===== src/rtl/ceespu_pkg.sv =====
// Shared ceespu definitions: PC width, default interrupt vector and PC-control FSM encoding.
package ceespu_pkg;

  localparam int unsigned PC_W        = 14;
  localparam int unsigned FLUSH_CNT_W = 3;

  localparam logic [PC_W-1:0] IRQ_VECTOR_DEFAULT = 14'h0010;

  typedef enum logic [1:0] {
    ST_RUN   = 2'd0,
    ST_FLUSH = 2'd1,
    ST_IRQ   = 2'd2
  } pc_state_e;

endpackage


===== src/rtl/ceespu_pc_ctrl.sv =====
// PC sequencer: arbitrates branch/reti/interrupt/stall requests and kills fetch bubbles after redirects.
// Optional interrupt support is built when CEESPU_IRQ_EN is defined.
module ceespu_pc_ctrl
  import ceespu_pkg::*;
#(
  parameter int unsigned     FLUSH_CYCLES = 2,
  parameter logic [PC_W-1:0] IRQ_VECTOR   = IRQ_VECTOR_DEFAULT
) (
  input  logic            I_clk,
  input  logic            I_rst_n,
  input  logic            I_hazard,
  input  logic            I_mem_busy,
  input  logic            I_branch_taken,
  input  logic [PC_W-1:0] I_branch_target,
  input  logic            I_reti,
  input  logic            I_irq,
  input  logic [PC_W-1:0] I_pc,
  output logic            O_stall,
  output logic            O_branch,
  output logic [PC_W-1:0] O_branchAddress,
  output logic            O_flush,
  output logic            O_irq_ack,
  output logic [PC_W-1:0] O_epc
);

  localparam logic [FLUSH_CNT_W-1:0] FLUSH_LOAD = FLUSH_CNT_W'(FLUSH_CYCLES);

  pc_state_e              state_q, state_d;
  logic [FLUSH_CNT_W-1:0] cnt_q, cnt_d;

`ifdef CEESPU_IRQ_EN
  logic            ie_q, ie_d;
  logic [PC_W-1:0] epc_q, epc_d;

  assign O_epc = epc_q;
`else
  wire unused_irq_inputs = ^{I_irq, I_reti, I_pc, IRQ_VECTOR};

  assign O_epc = '0;
`endif

  // State, flush counter and interrupt context registers
  always_ff @(posedge I_clk or negedge I_rst_n) begin
    if (!I_rst_n) begin
      state_q <= ST_RUN;
      cnt_q   <= '0;
`ifdef CEESPU_IRQ_EN
      ie_q    <= 1'b1;
      epc_q   <= '0;
`endif
    end else begin
      state_q <= state_d;
      cnt_q   <= cnt_d;
`ifdef CEESPU_IRQ_EN
      ie_q    <= ie_d;
      epc_q   <= epc_d;
`endif
    end
  end

  // Next-state and PC action selection; priority branch > reti > interrupt > stall
  always_comb begin
    state_d         = state_q;
    cnt_d           = cnt_q;
    O_stall         = 1'b0;
    O_branch        = 1'b0;
    O_branchAddress = '0;
    O_flush         = 1'b0;
    O_irq_ack       = 1'b0;
`ifdef CEESPU_IRQ_EN
    ie_d            = ie_q;
    epc_d           = epc_q;
`endif

    case (state_q)
      ST_RUN: begin
        if (I_branch_taken) begin
          O_branch        = 1'b1;
          O_branchAddress = I_branch_target;
          state_d         = ST_FLUSH;
          cnt_d           = FLUSH_LOAD;
        end
`ifdef CEESPU_IRQ_EN
        else if (I_reti) begin
          O_branch        = 1'b1;
          O_branchAddress = epc_q;
          ie_d            = 1'b1;
          state_d         = ST_FLUSH;
          cnt_d           = FLUSH_LOAD;
        end else if (I_irq && ie_q && !I_hazard && !I_mem_busy) begin
          // Capture the return point now; the redirect happens from ST_IRQ.
          epc_d   = I_pc;
          ie_d    = 1'b0;
          state_d = ST_IRQ;
        end
`endif
        else begin
          O_stall = I_hazard | I_mem_busy;
        end
      end

      ST_FLUSH: begin
        O_flush = 1'b1;
        O_stall = I_hazard | I_mem_busy;
        // Killed instructions cannot redirect, and a busy memory holds the window open.
        if (!I_mem_busy) begin
          if (cnt_q <= FLUSH_CNT_W'(1)) begin
            state_d = ST_RUN;
            cnt_d   = '0;
          end else begin
            cnt_d = cnt_q - FLUSH_CNT_W'(1);
          end
        end
      end

`ifdef CEESPU_IRQ_EN
      ST_IRQ: begin
        O_branch        = 1'b1;
        O_branchAddress = IRQ_VECTOR;
        O_irq_ack       = 1'b1;
        O_flush         = 1'b1;
        state_d         = ST_FLUSH;
        cnt_d           = FLUSH_LOAD;
      end
`endif

      default: begin
        state_d = ST_RUN;
        cnt_d   = '0;
      end
    endcase
  end

endmodule


===== config.mk =====
export PLATFORM = sky130hd
export DESIGN_NAME = ceespu_pc_ctrl
export DESIGN_NICKNAME = d
export VERILOG_FILES = /design/src/rtl/ceespu_pkg.sv /design/src/rtl/ceespu_pc_ctrl.sv
export SDC_FILE = /design/constraint.sdc
export NUM_CORES = 1
export LEC_CHECK = 0
export CAP_MARGIN = 10
export CORE_MARGIN = 2
export CORE_UTILIZATION = 25
export CTS_CLUSTER_DIAMETER = 200
export DETAILED_ROUTE_END_ITERATION = 8
export PLACE_DENSITY = 0.84
export SLEW_MARGIN = 20
export SYNTH_ARGS = -nofsm -noshare
export SYNTH_HDL_FRONTEND = slang
export SYNTH_SLANG_ARGS = --single-unit

===== constraint.sdc =====
create_clock -name I_clk -period 3.3 [get_ports I_clk]
set_clock_uncertainty 0.15 [all_clocks]
set_input_delay 0.66 -clock I_clk [delete_from_list [all_inputs] [get_ports I_clk]]
set_output_delay 0.66 -clock I_clk [all_outputs]
set_load 0.005 [all_outputs]

==> results of run 1 <==
==> state kept, by name (all words and copies together) (netlist names) <==
register	count
cnt_q	3
state_q	1
==> worst paths after layout <==
| path | from | depth (start not counted) | to |
|---|---|---|---|
| max | I_branch_taken | 4 | O_branchAddress[3] |
| max in group asynchronous | I_rst_n | 1 | state_q[0]$_DFFE_PN0P_ |
| min | cnt_q[1]$_DFFE_PN0P_ | 2 | cnt_q[1]$_DFFE_PN0P_ |
| min reg2reg | cnt_q[1]$_DFFE_PN0P_ | 2 | cnt_q[1]$_DFFE_PN0P_ |
| max reg2reg | cnt_q[0]$_DFFE_PN0P_ | 4 | cnt_q[2]$_DFFE_PN0P_ |
| min in group asynchronous | I_rst_n | 1 | cnt_q[0]$_DFFE_PN0P_ |
==> worst reg2reg max path: stages (launching register included) <==
cell and delay [ps]:
dfrtp_1 410, ha_1 210, o21ba_2 240, nor2_2 50, o41ai_2 270
==> final cells by class <==
cell class	count	area [um2]
clock buffers	3	22.5
fillers	165	935
inverters	3	11.3
multi-input cells	49	288
flip-flops and latches	4	100
well taps	25	31.3
repair buffers	36	358
==> placed cells by master (no fill, tap or decap) <==
cell type | synthesis | routed
clkdlybuf4s50_1 | 0 | 35
and2_1 | 15 | 15
conb_1 | 1 | 15
nor2_1 | 4 | 4
dfrtp_1 | 4 | 4
inv_1 | 3 | 3
clkbuf_4 | 0 | 3
nand2b_1 | 2 | 2
o31ai_1 | 2 | 2
ha_1 | 2 | 2
nor2b_2 | 1 | 1
o21ba_2 | 1 | 1
nor2_2 | 1 | 1
o21ai_1 | 1 | 1
a21oi_1 | 1 | 1
nor3b_1 | 1 | 1
a31oi_1 | 1 | 1
o41ai_2 | 1 | 1
nor3_1 | 1 | 1
buf_4 | 15 | 1
==> kinds of logic (layout without fill, tap and decap cells) <==
kind of cell | count (synthesis) | after routing | synth area share, %
compound gates | 7 | 7 | 12.2
flops | 4 | 4 | 21.3
buf+inv | 19 | 42 | 28.7
fa+ha+maj | 2 | 2 | 5.32
other cells | 1 | 15 | 0.797
simple gates | 25 | 25 | 31.6
==> per-layer routing <==
metal  vias up  GRT usage (%)  wire length, um
met3         2           3.85               45
met5         -              0                0
met2        17           18.6              617
met4         0           7.78               11
li1        228              -                -
met1       199           14.0              434
==> power by group through the flow <==
| stage | combinational (mW) | sequential, mW | clock (mW) |
|---|---|---|---|
| final | 0.208 | 0.0988 | 0.0635 |
| after global routing | 0.233 | 0.105 | 0.0745 |
| after CTS | 0.211 | 0.0989 | 0.0666 |
| after detailed placement | 0.209 | 0.0994 | 0 |
| after global placement | 0.205 | 0.0981 | 0 |
| after floorplan | 0.128 | 0.0933 | 0 |
==> summary.md, run 1 <==
| Metric | Value |
|---|---|
| Post-CTS Setup Inserts | `0` |
| Fin crit share | `93.4%` |
| Synthesized flop and latch total | `4` |
| Worst EP arrival | `2270 ps` |
| Clock slew at reported path FFs | `40 ps` |
| Grt ovf | `0` |
| Diode count | `0` |
| Sequential element share of the synthesized area | `21.3%` |
| Sequential Power Share | `26.6%` |
| Number of max-cap violations | `0` |
| Die area | `0.00224 mm2` |
| Final GP Congestion | `0.773` |
| Crit path max fanout | `16` |
| # placed instances | `117` |
| Comb power frac | `56.2%` |
| Psw | `0.136 mW` |
| Worst setup SP type | `input port` |
| Most common cell on crit path | `clkdlybuf4s50_1` |
| Drt first pass iters | `2` |
| CP bufs+invs | `2` |
| Required time worst endpoint | `2490 ps` |
| Final Setup Violations | `0` |
| Setup slack after layout | `219 ps` |
| I/O pin total | `67` |
| Routed vias/inst | `roughly 3.7` |
| Area Overhead vs Synth | `72.3%` |
| Status | `completed` |
| Starting density of the core | `between 20% and 30%` |
| Initial antenna violation count | `0` |
| GRT Overall Usage | `12.0%` |
| Ys async rst share | `between 90% and 100%` |
| Max Clk Rate | `325 MHz` |
| CTS Sinks | `4` |
| Max stage delay on crit path | `500 ps` |
| Top_reg_cell synth | `dfrtp_1` |
| Setup CP Type | `in -> out` |
| Number of global-route vias before repair | `408` |
| Routed Antenna Nets | `0` |
| Root Buffer | `clkbuf_4` |
| Place WS | `~200 ps` |
| Crit path cell chain | `clkdlybuf4s50_1 > nor2b_2 > and2_1 > clkdlybuf4s50_1` |
| First-pass GRT wire length | `1.83 mm` |
| Post-Syn Instances | `58` |
| Critical path's slowest cell | `clkdlybuf4s50_1` |
| Worst ir drop on vdd | `265 uV` |
| Post-Syn Area | `470 um2` |
| Crit end category | `output port` |
| Design Area, Final | `811 um2` |
| CTS tree | `done` |
| Core box area | `0.00175 mm2` |
| Hold slack | `389 ps` |
| Layout Cells excl Fill | `120` |
| Post-synth cell types | `19` |
| Cell internal pwr | `0.235 mW` |
| Port-buffer cells | `35` |
| Fin nets | `~130` |
| Routed vias | `446` |
| Critical path's top delay family | `buffers and inverters` |
| Share of cells above drive strength 1 | `8.42%` |
| Hold Buf Count CTS | `0` |
| Leak Pwr | `roughly 0.36 nW` |
| Hold Path Class | `reg -> reg` |
| Syn avg cell area | `8.11 um2` |
| Switching Fraction | `36.6%` |
| Clock power share | `17.1%` |
| RSZ-0062 raised after global routing | `false` |
| Worst-Skew Late Latency | `roughly 240 ps` |
| Top cells by area, synth | `buf_4 24%, dfrtp_1 21%, and2_1 20%` |
| Pwr Total | `0.371 mW` |
| Die width | `approximately 47 um` |
| YS warnings | `0` |
| R2R setup slack | `between 1500 and 2000 ps` |
| Post-synth top cells | `15 x and2_1, 15 x buf_4, 4 x dfrtp_1, 4 x nor2_1, 3 x inv_1` |
| Placed Area | `788 um2` |
| Clk buf depth | `2` |
| Hold Fails Final Rpt | `0` |
| Final Util | `46.5%` |
| PostCTS Resize Cnt | `0` |
| Starting DRC count in detailed routing | `3` |
| DP HPWL | `947 um` |
| Post-synth EDFFs | `0` |
| Yosys top cell by area | `buf_4` |
| Routed WL per cell | `9.23 um` |
| Die Height | `47.4 um` |
| DRC viols | `0` |
| Final slew viol count | `0` |
| Row count | `15` |
| H-tree depth | `1` |
| Top cell type's share of synthesized area | `23.9%` |
| Post-route setup TNS | `0 ps` |
| Largest net degree at the start of global routing | `17` |
| Fin crit period | `3080 ps` |
| Total Wirelength | `1.11 mm` |
| CTS Buf Count | `3` |
| Pwr dens | `457 mW/mm2` |
(Power assumes the default switching activity.)
==> run 2: changes to the inputs <==
Settings changed: CORE_MARGIN 2 to unset, RECOVER_POWER set to 50.
==> run 2 against run 1 <==
  * Non-clock buffer count shrank 1
  * Combinational power fell by 7%
  * Total power fell by 4.2%
  * Wire length is 7.0% lower
  * Count of clock-buffer cells in the layout stayed put
  * Core utilization decreased by 0.86 points
  * Flip-flop and latch count is the same
  * Sequential power fell by 0.8%
  * Worst setup slack got worse by 8.9 ps
  * First-iteration DRC count increased to 4.7 times the previous value
  * Critical endpoint is now O_branchAddress[7]
  * Highest routed layer is now met3
==> summary.md, run 2 (synthesis gave the netlist of run 1 again) <==
| Metric | Value |
|---|---|
| Status | `completed` |
| Biggest regs | `cnt_q (3), state_q (1)` |
| Most frequent cells in the layout | `30 x clkdlybuf4s50_1, 15 x and2_1, 15 x conb_1` |
| Cell internal pwr | `0.225 mW (-4.3%)` |
| Routed vias/inst | `3.76 (+1.1%)` |
| Levels on crit path | `4 (unchanged)` |
| DP HPWL | `890 um (-6.1%)` |
| Core box area | `0.00175 mm2 (unchanged)` |
| Max Clk Rate | `324 MHz (-0.29%)` |
| Critical path's slowest cell | `clkdlybuf4s50_1` |
| Pwr Total | `0.355 mW (-4.2%)` |
| Worst reg2reg path depth | `4 (unchanged)` |
| CTS Sinks | `4 (unchanged)` |
| Most common cell on crit path | `clkdlybuf4s50_1` |
| Switching Fraction | `36.6% (+0.072 points)` |
| Worst setup SP type | `input port` |
| I/O pin total | `67 (unchanged)` |
| Pwr dens | `446 mW/mm2 (-2.4%)` |
| Number of global-route vias before repair | `390 (-4.4%)` |
| Routed WL per cell | `8.66 um (-6.2%)` |
| Die area | `0.00206 mm2 (-8.3%)` |
| Clk buf depth | `2 (unchanged)` |
| Area Overhead vs Synth | `69.1%` |
| Routed vias | `447 (+0.22%)` |
| Critical path's top delay family | `buffers and inverters` |
| Worst Setup SP | `I_branch_taken` |
| Sequential Power Share | `27.6% (+1.0 points)` |
| Fin crit share | `93.6% (+0.27 points)` |
| R2R setup slack | `1770 ps (-90 ps)` |
| Psw | `0.130 mW (-4.0%)` |
| H-tree depth | `1 (unchanged)` |
| Leak Pwr | `0.347 nW (-2.7%)` |
| Crit end category | `output port` |
| RSZ-0062 raised after global routing | `false` |
| Share of cells above drive strength 1 | `6.38% (-2.0 points)` |
| Biggest register | `cnt_q` |
| Crit path max fanout | `17 (+1)` |
| R2r endpoint | `cnt_q[2]$_DFFE_PN0P_` |
| Initial antenna violation count | `0 (unchanged)` |
| Clock slew at reported path FFs | `40 ps (about the same)` |
| CTS Buf Count | `3 (unchanged)` |
| End point of the critical path | `O_branchAddress[7]` |
| Port-buffer cells | `35 (unchanged)` |
| Number of max-cap violations | `0 (unchanged)` |
| Routed Antenna Nets | `0 (unchanged)` |
| Clock power share | `17.7% (+0.6 points)` |
| Root Buffer | `clkbuf_4` |
| Hold Buf Count CTS | `0 (unchanged)` |
| # placed instances | `116 (-0.85%)` |
| Grt ovf | `0 (unchanged)` |
| Drt first pass iters | `4 (+2)` |
| Hold Fails Final Rpt | `0 (unchanged)` |
| Comb power frac | `54.7% (-1.5 points)` |
| Max FFs per register | `3 (unchanged)` |
| Final GP Congestion | `0.707 (-8.6%)` |
| Hold Path Class | `reg -> reg` |
| Worst-Skew Late Latency | `240 ps (about the same)` |
| Place WS | `179 ps (-21.2 ps)` |
| CP bufs+invs | `2 (unchanged)` |
| Crit path cell chain | `clkdlybuf4s50_1 > nor2b_2 > and2_1 > clkdlybuf4s50_1` |
| Post-route setup TNS | `0 ps (unchanged)` |
| Row count | `15 (unchanged)` |
| WHS Path Cells | `2 (unchanged)` |
| First-pass GRT wire length | `1.74 mm (-4.9%)` |
| Starting density of the core | `27.0% (unchanged)` |
| Largest net degree at the start of global routing | `18 (+1)` |
| Setup slack after layout | `210 ps (-8.87 ps)` |
| Fin crit period | `3090 ps (+8.88 ps)` |
| PostCTS Resize Cnt | `0 (unchanged)` |
| Worst EP arrival | `2280 ps (about the same)` |
| Post-CTS Setup Inserts | `0 (unchanged)` |
| Fin nets | `133 (-0.75%)` |
| Die Height | `45.4 um (-4.2%)` |
| Diode count | `0 (unchanged)` |
| Max stage delay on crit path | `510 ps (about the same)` |
| Worst ir drop on vdd | `213 uV (-20%)` |
| Final slew viol count | `0 (unchanged)` |
| Reg2reg start | `cnt_q[0]$_DFFE_PN0P_` |
| Starting DRC count in detailed routing | `14 (+11)` |
| Leading cell type in the layout, fill and taps excluded | `clkdlybuf4s50_1` |
| Final Setup Violations | `0 (unchanged)` |
| Required time worst endpoint | `2490 ps (about the same)` |
| GRT Overall Usage | `12.0% (-0.012 points)` |
| CTS tree | `done` |
| Layout Cells excl Fill | `119 (-0.83%)` |
| Total Wirelength | `1.03 mm (-7.0%)` |
| DRC viols | `0 (unchanged)` |
| Setup CP Type | `in -> out` |
| Die width | `45.4 um (-4.2%)` |
[run 2: per-stage QoR]
stage	hold slack, ps	instance area (um2)	util [%]
after floorplan	214	523	-
after global placement	362	781	44.7
after detailed placement	395	781	44.7
after CTS	399	803	46.0
after global routing	428	796	45.6
final	391	796	45.6
[run 2: power groups by stage]
stage | combinational, mW | clock, mW | sequential [mW]
after floorplan | 0.128 | 0 | 0.0933
after global placement | 0.201 | 0 | 0.0972
after detailed placement | 0.208 | 0 | 0.0990
after CTS | 0.208 | 0.0648 | 0.0989
after global routing | 0.222 | 0.0711 | 0.103
final | 0.194 | 0.0629 | 0.0980
[run 2: cell type report]
class	instances	area, um2
inverter	3	11.3
tap	25	31.3
multi-input combinational	49	280
clock buffer	3	22.5
fill	190	950
timing repair buffer	35	350
sequential	4	100
[run 2: worst min-delay path, cell delays in order (launching register included)]
cell,delay [ps]
dfrtp_1,360
a21oi_1,70
o31ai_1,70
[run 2: layer usage]
metal	vias to the layer above	share of wire (%)	global-route usage (%)
met1	198	38	13.6
li1	226	-	-
met3	0	6.9	1.19
met4	0	0	7.27
met2	23	55	21.1
met5	-	0	0
[run 2: how the worst min path moves through the flow]
stage | from | to
final | cnt_q[1]$_DFFE_PN0P_ | cnt_q[1]$_DFFE_PN0P_
after floorplan | I_rst_n | cnt_q[0]$_DFFE_PN0P_
after detailed placement | cnt_q[0]$_DFFE_PN0P_ | cnt_q[0]$_DFFE_PN0P_
after global routing | cnt_q[0]$_DFFE_PN0P_ | cnt_q[0]$_DFFE_PN0P_
after CTS | cnt_q[0]$_DFFE_PN0P_ | cnt_q[0]$_DFFE_PN0P_
after global placement | cnt_q[1]$_DFFE_PN0P_ | cnt_q[1]$_DFFE_PN0P_
==> run 3: changes to the inputs <==
Settings changed: CORE_UTILIZATION 25 to 23, PLACE_DENSITY 0.84 to 0.78.
Clock period 3.3 ns to 3.2 ns, I/O delays scaled along.
==> run 3 against run 2 <==
  * Non-clock buffer count is 1 higher
  * Core utilization is 1.6 points lower
  * Global-route usage is 1.2 points lower
  * Sequential power hardly changed
  * Sequential share of layout area is 0.079 points lower
  * Count of clock-buffer cells in the layout stayed put
  * First-iteration DRC count is 71% lower
  * Combinational power is 6% higher
  * Critical path depth is 1 higher
  * Largest cell class unchanged
  * Via count is 1.3% higher
  * Highest routed layer unchanged
  * Design area is 0.63% higher
==> summary.md, run 3 (synthesis gave the netlist of run 1 again) <==
| Metric | Value |
|---|---|
| Clk buf depth | `2 (unchanged)` |
| Pwr dens | `460 mW/mm2 (+3.2%)` |
| Root Buffer | `clkbuf_4` |
| Final GP Congestion | `0.754 (+6.7%)` |
| CTS Sinks | `4 (unchanged)` |
| Most frequent cells in the layout | `31 x clkdlybuf4s50_1, 15 x and2_1, 15 x conb_1` |
| Required time worst endpoint | `2410 ps (-80 ps)` |
| # placed instances | `117 (+0.86%)` |
| Starting DRC count in detailed routing | `4 (-10)` |
| Worst ir drop on vdd | `221 uV (+3.7%)` |
| DP HPWL | `956 um (+7.4%)` |
| Number of global-route vias before repair | `384 (-1.5%)` |
| CTS Buf Count | `3 (unchanged)` |
| Port-buffer cells | `35 (unchanged)` |
| Core box area | `0.00182 mm2 (+4.3%)` |
| Place WS | `309 ps (+130 ps)` |
| Final slew viol count | `0 (unchanged)` |
| Row count | `15 (unchanged)` |
| Total Wirelength | `1.13 mm (+9.9%)` |
| Area Overhead vs Synth | `70.2%` |
| Pwr Total | `0.369 mW (+3.8%)` |
| Diode count | `0 (unchanged)` |
| Max FFs per register | `3 (unchanged)` |
| Fin nets | `134 (+0.75%)` |
| Setup slack after layout | `225 ps (+14.8 ps)` |
| Post-CTS Setup Inserts | `0 (unchanged)` |
| Post-route setup TNS | `0 ps (unchanged)` |
| Biggest regs | `cnt_q (3), state_q (1)` |
| Biggest register | `cnt_q` |
| Die width | `47.2 um (+4.1%)` |
| Die area | `0.00223 mm2 (+8.3%)` |
| Status | `completed` |
| Leading cell type in the layout, fill and taps excluded | `clkdlybuf4s50_1` |
| Worst-Skew Late Latency | `230 ps (about the same)` |
| Routed vias/inst | `3.78 (+0.50%)` |
| Die Height | `47.2 um (+4.1%)` |
| Clock slew at reported path FFs | `40 ps (about the same)` |
| Crit end category | `output port` |
| Starting density of the core | `25.8% (-1.1 points)` |
| Layout Cells excl Fill | `120 (+0.84%)` |
| Number of max-cap violations | `0 (unchanged)` |
| Fin crit period | `just under 3000 ps` |
| Hold Path Class | `reg -> reg` |
| Final Util | `44.0% (-1.6 points)` |
| Routed Antenna Nets | `0 (unchanged)` |
| Largest net degree at the start of global routing | `18 (unchanged)` |
| GRT Overall Usage | `10.7% (-1.2 points)` |
| Drt first pass iters | `2 (-2)` |
| First-pass GRT wire length | `1.67 mm (-4.0%)` |
| Worst EP arrival | `2190 ps (-90 ps)` |
| Leak Pwr | `0.349 nW (+0.51%)` |
| PostCTS Resize Cnt | `0 (unchanged)` |
| Fin crit share | `approximately 93%` |
| Hold Buf Count CTS | `0 (unchanged)` |
| Max Clk Rate | `336 MHz` |
| Crit path max fanout | `17 (unchanged)` |
| Worst setup SP type | `input port` |
| Routed WL per cell | `9.43 um (+9.0%)` |
| Share of cells above drive strength 1 | `7.37% (+0.99 points)` |
| Initial antenna violation count | `0 (unchanged)` |
| H-tree depth | `1 (unchanged)` |
| I/O pin total | `67 (unchanged)` |
| Final Setup Violations | `0 (unchanged)` |
| Hold Fails Final Rpt | `0 (unchanged)` |
| Setup CP Type | `in -> out` |
| DRC viols | `0 (unchanged)` |
| Routed vias | `453 (+1.3%)` |
| RSZ-0062 raised after global routing | `false` |
| CTS tree | `done` |
| Grt ovf | `0 (unchanged)` |
[run 3: cell count changes in the layout (fill, tap and decap cells not counted)]
cell,delta
clkbuf_2,+1
clkdlybuf4s50_1,+1
dlygate4sd3_1,-1
[run 3: worst paths after layout]
kind | start | to | slack [ps] | cells past startpoint
min in group asynchronous | I_rst_n | cnt_q[1]$_DFFE_PN0P_ | 530 | 1
worst max register to register | cnt_q[0]$_DFFE_PN0P_ | cnt_q[2]$_DFFE_PN0P_ | 1650 | 4
worst min register to register | cnt_q[1]$_DFFE_PN0P_ | cnt_q[1]$_DFFE_PN0P_ | 380 | 2
max in group asynchronous | I_rst_n | cnt_q[2]$_DFFE_PN0P_ | 2190 | 1
worst max-delay path | I_branch_taken | O_branchAddress[3] | 220 | 5
worst min-delay path | cnt_q[1]$_DFFE_PN0P_ | cnt_q[1]$_DFFE_PN0P_ | 380 | 2
[run 3: layout make-up]
type                       instances  area, um2
timing repair buffer              36        355
fill                             187       1020
sequential                         4        100
clock buffer                       3       22.5
inverter                           3       11.3
tap                               25       31.3
multi-input combinational         49        280
[run 3: per-layer routing]
| layer | vias to the layer above | track usage, % | share of wire [%] |
|---|---|---|---|
| li1 | 229 | - | - |
| met5 | - | 0 | 0 |
| met4 | 0 | 2.86 | 0 |
| met3 | 0 | 4.62 | 3.3 |
| met2 | 14 | 19.5 | 59 |
| met1 | 210 | 11.3 | 37 |
[run 3: critical path: stages]
cell and delay (ps):
clkdlybuf4s50_1 500, nor2b_2 140, clkbuf_2 240, and2_1 160, clkdlybuf4s50_1 500
[run 3: where the power goes]
| group | switching, mW | internal, mW |
|---|---|---|
| Sequential | 0.0286 | 0.0727 |
| Clock | 0.0192 | 0.0419 |
| Combinational | 0.0863 | 0.120 |
[run 3: metrics by stage]
step / hold slack (ps) / cell area [um2]
after floorplan: 194 / 523
after global placement: 367 / 788
after detailed placement: 382 / 788
after CTS: 391 / 811
after global routing: 408 / 801
final: 385 / 801
